===== config.mk =====
export PLATFORM = sky130hd
export DESIGN_NAME = mem_stage_lsu_flat
export DESIGN_NICKNAME = d
export VERILOG_FILES = /design/src/rtl/mem_stage_lsu_if.sv /design/src/rtl/mem_stage_lsu.sv /design/src/flat_wrapper.sv
export SDC_FILE = /design/constraint.sdc
export NUM_CORES = 1
export LEC_CHECK = 0
export CAP_MARGIN = 20
export CORE_MARGIN = 4
export CORE_UTILIZATION = 44
export CTS_BUF_LIST = sky130_fd_sc_hd__clkbuf_4 sky130_fd_sc_hd__clkbuf_8
export CTS_CLUSTER_DIAMETER = 30
export DETAILED_ROUTE_END_ITERATION = 10
export PLACE_DENSITY = 0.83
export SLEW_MARGIN = 15
export SYNTH_ARGS = -nofsm -noshare
export SYNTH_HDL_FRONTEND = slang
export SYNTH_SLANG_ARGS = --single-unit

===== constraint.sdc =====
create_clock -name clk -period 2.8 [get_ports clk]
set_clock_uncertainty 0.15 [all_clocks]
set_input_delay 0.84 -clock clk [delete_from_list [all_inputs] [get_ports clk]]
set_output_delay 0.84 -clock clk [all_outputs]
set_load 0.05 [all_outputs]

===== src/rtl/mem_stage_lsu_if.sv =====
// Data-memory valid/ready bus between the MEM-stage LSU (master) and the data memory (slave).
interface mem_stage_lsu_if;
  logic        req_valid;
  logic        req_ready;
  logic        req_we;
  logic [31:0] req_addr;
  logic [31:0] req_wdata;
  logic        rsp_valid;
  logic [31:0] rsp_rdata;
  logic        rsp_err;

  modport master (
    output req_valid, req_we, req_addr, req_wdata,
    input  req_ready, rsp_valid, rsp_rdata, rsp_err
  );

  modport slave (
    input  req_valid, req_we, req_addr, req_wdata,
    output req_ready, rsp_valid, rsp_rdata, rsp_err
  );
endinterface


===== src/rtl/mem_stage_lsu.sv =====
// Memory-stage load/store unit: one word access per MEM-stage op on a valid/ready
// data bus, stalling the pipeline until the access completes, faults or times out.
module mem_stage_lsu #(
  parameter int unsigned TIMEOUT_CYCLES = 255,
  parameter int unsigned CNT_W          = 8
) (
  input  logic            clk,
  input  logic            rst,
  input  logic            MemWriteM,
  input  logic            ResultSrcM,
  input  logic [31:0]     ALU_ResultM,
  input  logic [31:0]     WriteDataM,
  input  logic            stall_ext,
  mem_stage_lsu_if.master bus,
  output logic            mem_stall,
  output logic [31:0]     ReadDataM,
  output logic            load_valid,
  output logic            misalign_err,
  output logic            bus_err
);
  localparam int unsigned      XLEN     = 32;
  localparam logic [CNT_W-1:0] CNT_LAST = CNT_W'(TIMEOUT_CYCLES - 1);

  typedef enum logic [1:0] {
    IDLE = 2'd0,
    REQ  = 2'd1,
    RSP  = 2'd2,
    DONE = 2'd3
  } state_e;

  state_e            state_q, state_d;
  logic              req_valid_q, req_valid_d;
  logic              req_we_q, req_we_d;
  logic [XLEN-1:0]   req_addr_q, req_addr_d;
  logic [XLEN-1:0]   req_wdata_q, req_wdata_d;
  logic [XLEN-1:0]   rdata_q, rdata_d;
  logic              load_valid_q, load_valid_d;
  logic              misalign_q, misalign_d;
  logic              bus_err_q, bus_err_d;
  logic [CNT_W-1:0]  cnt_q, cnt_d;

  logic op_m;
  logic timeout;

  assign op_m    = MemWriteM | ResultSrcM;
  // The last permitted bus cycle wins over any handshake or response seen in it.
  assign timeout = (cnt_q == CNT_LAST);

  assign mem_stall     = op_m & (state_q != DONE);
  assign bus.req_valid = req_valid_q;
  assign bus.req_we    = req_we_q;
  assign bus.req_addr  = req_addr_q;
  assign bus.req_wdata = req_wdata_q;
  assign ReadDataM     = rdata_q;
  assign load_valid    = load_valid_q;
  assign misalign_err  = misalign_q;
  assign bus_err       = bus_err_q;

  // State and registered outputs.
  always_ff @(posedge clk or negedge rst) begin
    if (!rst) begin
      state_q      <= IDLE;
      req_valid_q  <= 1'b0;
      req_we_q     <= 1'b0;
      req_addr_q   <= '0;
      req_wdata_q  <= '0;
      rdata_q      <= '0;
      load_valid_q <= 1'b0;
      misalign_q   <= 1'b0;
      bus_err_q    <= 1'b0;
      cnt_q        <= '0;
    end else begin
      state_q      <= state_d;
      req_valid_q  <= req_valid_d;
      req_we_q     <= req_we_d;
      req_addr_q   <= req_addr_d;
      req_wdata_q  <= req_wdata_d;
      rdata_q      <= rdata_d;
      load_valid_q <= load_valid_d;
      misalign_q   <= misalign_d;
      bus_err_q    <= bus_err_d;
      cnt_q        <= cnt_d;
    end
  end

  // Next-state and next-output logic.
  always_comb begin
    state_d      = state_q;
    req_valid_d  = req_valid_q;
    req_we_d     = req_we_q;
    req_addr_d   = req_addr_q;
    req_wdata_d  = req_wdata_q;
    rdata_d      = rdata_q;
    load_valid_d = load_valid_q;
    misalign_d   = misalign_q;
    bus_err_d    = bus_err_q;
    cnt_d        = cnt_q;

    case (state_q)
      IDLE: begin
        if (op_m) begin
          if (ALU_ResultM[1:0] == 2'b00) begin
            req_valid_d = 1'b1;
            req_we_d    = MemWriteM;
            req_addr_d  = ALU_ResultM;
            req_wdata_d = WriteDataM;
            cnt_d       = '0;
            state_d     = REQ;
          end else begin
            rdata_d      = '0;
            misalign_d   = 1'b1;
            bus_err_d    = 1'b0;
            load_valid_d = ~MemWriteM;
            state_d      = DONE;
          end
        end
      end

      REQ: begin
        if (timeout) begin
          req_valid_d  = 1'b0;
          rdata_d      = '0;
          bus_err_d    = 1'b1;
          load_valid_d = ~req_we_q;
          state_d      = DONE;
        end else begin
          cnt_d = cnt_q + CNT_W'(1);
          if (bus.req_ready) begin
            req_valid_d = 1'b0;
            state_d     = RSP;
          end
        end
      end

      RSP: begin
        if (timeout) begin
          rdata_d      = '0;
          bus_err_d    = 1'b1;
          load_valid_d = ~req_we_q;
          state_d      = DONE;
        end else begin
          cnt_d = cnt_q + CNT_W'(1);
          if (bus.rsp_valid) begin
            rdata_d      = (req_we_q | bus.rsp_err) ? '0 : bus.rsp_rdata;
            bus_err_d    = bus.rsp_err;
            load_valid_d = ~req_we_q;
            state_d      = DONE;
          end
        end
      end

      DONE: begin
        // Held by another stall source: keep the result so the op is not reissued.
        if (!stall_ext) begin
          load_valid_d = 1'b0;
          misalign_d   = 1'b0;
          bus_err_d    = 1'b0;
          state_d      = IDLE;
        end
      end

      default: state_d = IDLE;
    endcase
  end
endmodule


===== src/flat_wrapper.sv =====
// flat-port wrapper written by rule: the top's interface ports become plain ports
module mem_stage_lsu_flat 
#(
  parameter int unsigned TIMEOUT_CYCLES = 255,
  parameter int unsigned CNT_W          = 8
)
  (clk, rst, MemWriteM, ResultSrcM, ALU_ResultM, WriteDataM, stall_ext, mem_stall, ReadDataM, load_valid, misalign_err, bus_err, bus_req_valid, bus_req_we, bus_req_addr, bus_req_wdata, bus_req_ready, bus_rsp_valid, bus_rsp_rdata, bus_rsp_err);
  mem_stage_lsu_if bus_i ();
  input  logic clk;
  input  logic rst;
  input  logic MemWriteM;
  input  logic ResultSrcM;
  input  logic [31:0] ALU_ResultM;
  input  logic [31:0] WriteDataM;
  input  logic stall_ext;
  output logic mem_stall;
  output logic [31:0] ReadDataM;
  output logic load_valid;
  output logic misalign_err;
  output logic bus_err;
  output wire logic [$bits(bus_i.req_valid)-1:0] bus_req_valid;
  output wire logic [$bits(bus_i.req_we)-1:0] bus_req_we;
  output wire logic [$bits(bus_i.req_addr)-1:0] bus_req_addr;
  output wire logic [$bits(bus_i.req_wdata)-1:0] bus_req_wdata;
  input wire logic [$bits(bus_i.req_ready)-1:0] bus_req_ready;
  input wire logic [$bits(bus_i.rsp_valid)-1:0] bus_rsp_valid;
  input wire logic [$bits(bus_i.rsp_rdata)-1:0] bus_rsp_rdata;
  input wire logic [$bits(bus_i.rsp_err)-1:0] bus_rsp_err;
  assign bus_req_valid = bus_i.req_valid;
  assign bus_req_we = bus_i.req_we;
  assign bus_req_addr = bus_i.req_addr;
  assign bus_req_wdata = bus_i.req_wdata;
  assign bus_i.req_ready = bus_req_ready;
  assign bus_i.rsp_valid = bus_rsp_valid;
  assign bus_i.rsp_rdata = bus_rsp_rdata;
  assign bus_i.rsp_err = bus_rsp_err;
  mem_stage_lsu #(.TIMEOUT_CYCLES(TIMEOUT_CYCLES), .CNT_W(CNT_W)) u_core (.clk(clk), .rst(rst), .MemWriteM(MemWriteM), .ResultSrcM(ResultSrcM), .ALU_ResultM(ALU_ResultM), .WriteDataM(WriteDataM), .stall_ext(stall_ext), .bus(bus_i), .mem_stall(mem_stall), .ReadDataM(ReadDataM), .load_valid(load_valid), .misalign_err(misalign_err), .bus_err(bus_err));
endmodule

==> impl_metrics.csv <==
group,metric,value,unit
sta,fmax,0.3706,GHz
logic_synthesis,synth_area_leader_cell,"dfrtp_1",
drt,drc,0,
placed_design,place_congestion,0.8646,
sta,finalCriticalPeriod,2.698,ns
final_layout,finalNetCount,679,
power_and_ir_drop,clkPwrFrac,0.104,
global_routing,antenna_found_initial,0,
power_and_ir_drop,pwr_density_cell,1282,nW/um^2
drt,wl_met1,5731,um
logic_synthesis,synth_top_area_share,0.5790,
sta,finalHoldViolations,0,
logic_synthesis,yosysUniqueCellTypes,39,
die,die_x,112.4,um
final_layout,antenna-diode-count,0,
logic_synthesis,ys_seq_area_frac,0.5790,
power_and_ir_drop,intPower,4711,uW
global_routing,grt_pass1_wl,21150,um
cts,clock_sinks,111,
drt,drt_first_iter_violations,157,
placed_design,place_hpwl,10150,um
drt,dr_wl_met3,916,um
logic_synthesis,ys.flop_type,"dfrtp_1",
placed_design,io_buffers,205,
sta,setup_viol,0,
power_and_ir_drop,power_switching,4559,uW
cts,cts_resized,0,
cts,clkTransAtPathRegs,0.10,ns
logic_synthesis,synth_cells,357,
cts,cts-hold-fix-buffers,0,
critical_path,cp-start-kind,"input port",
cts,cts_setup_buffers,0,
drt,vias,3732,
logic_synthesis,syn_area,4797,sq um
power_and_ir_drop,p_sw_frac,0.4918,
die,start_util,0.4585,
sta,slew_headroom,0.6016,
logic_synthesis,synth_edf_count,0,
cts,cts_tree,"yes",
die,core,10460,sq um
logic_synthesis,yosys_warnings,0,
die,die_y,112.4,um
drt,route.met2.wl,6460,um
critical_path,required,1.81,ns
power_and_ir_drop,vdd_ir_drop_max,0.8595,mV
power_and_ir_drop,pwr-share-seq,0.286,
drt,ant_nets,0,
die,io_pins,206,
critical_path,critPathCaptureType,"primary output",
die,num_rows,37,
logic_synthesis,avgSynthCellArea,13.44,sq um
power_and_ir_drop,p_leak,0.003324,uW
min_path,min_path_type,"in2async",
global_routing,grt_usage,0.2081,
sta,slew_viol_final,0,
logic_synthesis,async_reset_ff_frac,1.000,
sta,tightest_slew,0.5957,ns
critical_path,path_class,"in2out",
final_layout,drive_gt1_frac,0.1742,
status,status,"completed",
critical_path,critPathArrivalTime,1.71,ns
sta,hold_ws,0.2684,ns
cts,cts_buffers,9,
logic_synthesis,synth_nets,467,
final_layout,post-route-util,0.6909,
global_routing,grt_max_degree,56,
sta,tns,0,ns
die,dieArea,12640,sq um
drt,first_pass_iters,4,
logic_synthesis,synth.area.top_cells,"dfrtp_1 58%, mux2_2 13%, and4_1 5.7%, a21o_1 5.0%, buf_6 2.1%",
logic_synthesis,synth-seq-cells,111,
global_routing,first_global_vias,3847,
final_layout,area_delta_synth_final,50.68,%
cts,clk_latency,0.36,ns
drt,top_layer_used,"met4",
critical_path,worstPathMaxFanout,3,
cts,cts_buffer_depth,2,
cts,clockRootBuffer,"clkbuf_8",
power_and_ir_drop,combPwrFrac,0.610,
global_routing,gr-total-overflow,0,
drt,routedWlPerCell,18.76,um
drt,routed_wl,13320,um
drt,drt-vias-per-instance,5.256,
flow_run,maxCapViolCount,0,
sta,post-route-period-util,0.9637,
final_layout,final_common_cell,"clkdlybuf4s50_1",
cts,htree_levels,3,
sta,rsz0062_at_grt,"no",
final_layout,most-common-layout-cells,"203 x clkdlybuf4s50_1, 111 x dfrtp_1, 55 x mux2_2",
==> cells in the mapped netlist, drive strengths merged, types with 2 or more instances <==
cell type and number:
nand2b 2, a21oi 13, nand3 6, a21o 32, buf 16, inv 8
and4 33, ha 6, a31oi 2, o21ai 9, mux2 64, a21boi 2
dfrtp 111, and3 2, o22ai 5, nand2 9, nor2 8, a211oi 2
nor3b 2, nand4 4, nor2b 4, clkbuf 7, a41oi 2
==> power by group through the flow <==
stage | clock network (uW) | logic (uW) | registers (uW)
3_5_place_dp | 0 | 5680 | 2680
3_3_place_gp | 0 | 5570 | 2640
4_1_cts | 989 | 5690 | 2650
6_report | 968 | 5650 | 2650
2_1_floorplan | 0 | 1450 | 4850
5_1_grt | 1060 | 5940 | 2750
==> critical path, stage by stage <==
cell and delay, ns:
clkdlybuf4s50_1 0.51, nor2_1 0.07, nor2_1 0.08, buf_4 0.20
==> per-stage QoR <==
step	std cells	power (uW)	worst slack (ns)	area (sq um)
final	710	9270	0.1017	7228
after global routing	710	9746	0.03953	7228
after CTS	710	9334	0.1089	7228
after floorplan	357	6299	0.2456	4797
after detailed placement	694	8363	0.01138	7033
after global placement	694	8211	0.05396	7033
==> area by class of cell <==
| type | count | area, sq um |
|---|---|---|
| clock buffer | 11 | 138.9 |
| clock inverter | 5 | 56.30 |
| fill | 769 | 3234 |
| inverter | 8 | 30.03 |
| multi-input combinational | 215 | 1828 |
| sequential | 111 | 2778 |
| tap | 136 | 170.2 |
| timing repair buffer | 224 | 2227 |
==> flip-flops by register name, indices dropped and copies added, names as in the netlist <==
name and flops:
u_core.bus.req_addr 32, u_core.state_q 2, u_core.ReadDataM 32, u_core.load_valid 1
u_core.cnt_q 8, u_core.bus.req_wdata 32, u_core.bus.req_we 1, u_core.misalign_err 1
u_core.bus_err 1, u_core.bus.req_valid 1
==> path summary, 6_finish.rpt <==
| path | startpoint | endpoint | slack (ns) | depth (start not counted) |
|---|---|---|---|---|
| worst max register to register | u_core.state_q[0] | u_core.cnt_q[6] | 0.38 | 8 |
| worst min-delay path | rst | u_core.bus.req_we | 0.27 | 1 |
| max in group asynchronous | rst | u_core.bus.req_addr[12] | 1.54 | 2 |
| min in group clk | u_core.ReadDataM[6] | u_core.ReadDataM[6] | 0.33 | 1 |
| worst max-delay path | ResultSrcM | mem_stall | 0.10 | 4 |
| worst min register to register | u_core.ReadDataM[6] | u_core.ReadDataM[6] | 0.33 | 1 |
==> logic make-up (layout without fill, tap and decap cells) <==
kind of cell,after synthesis,after routing,share of synthesized area
compound gates,73,73,0.1090
flops,111,111,0.5790
simple gates,72,72,0.1038
buf+inv,31,248,0.04225
fa+ha+maj,6,6,0.01565
mux,64,64,0.1502
==> routing by layer <==
metal  vias to the layer above  track usage
met5                         -            0
met4                         0      0.04968
met3                        18      0.05013
met2                       156       0.3449
met1                      1816       0.2784
li1                       1742            -
(Power assumes the default switching activity.)
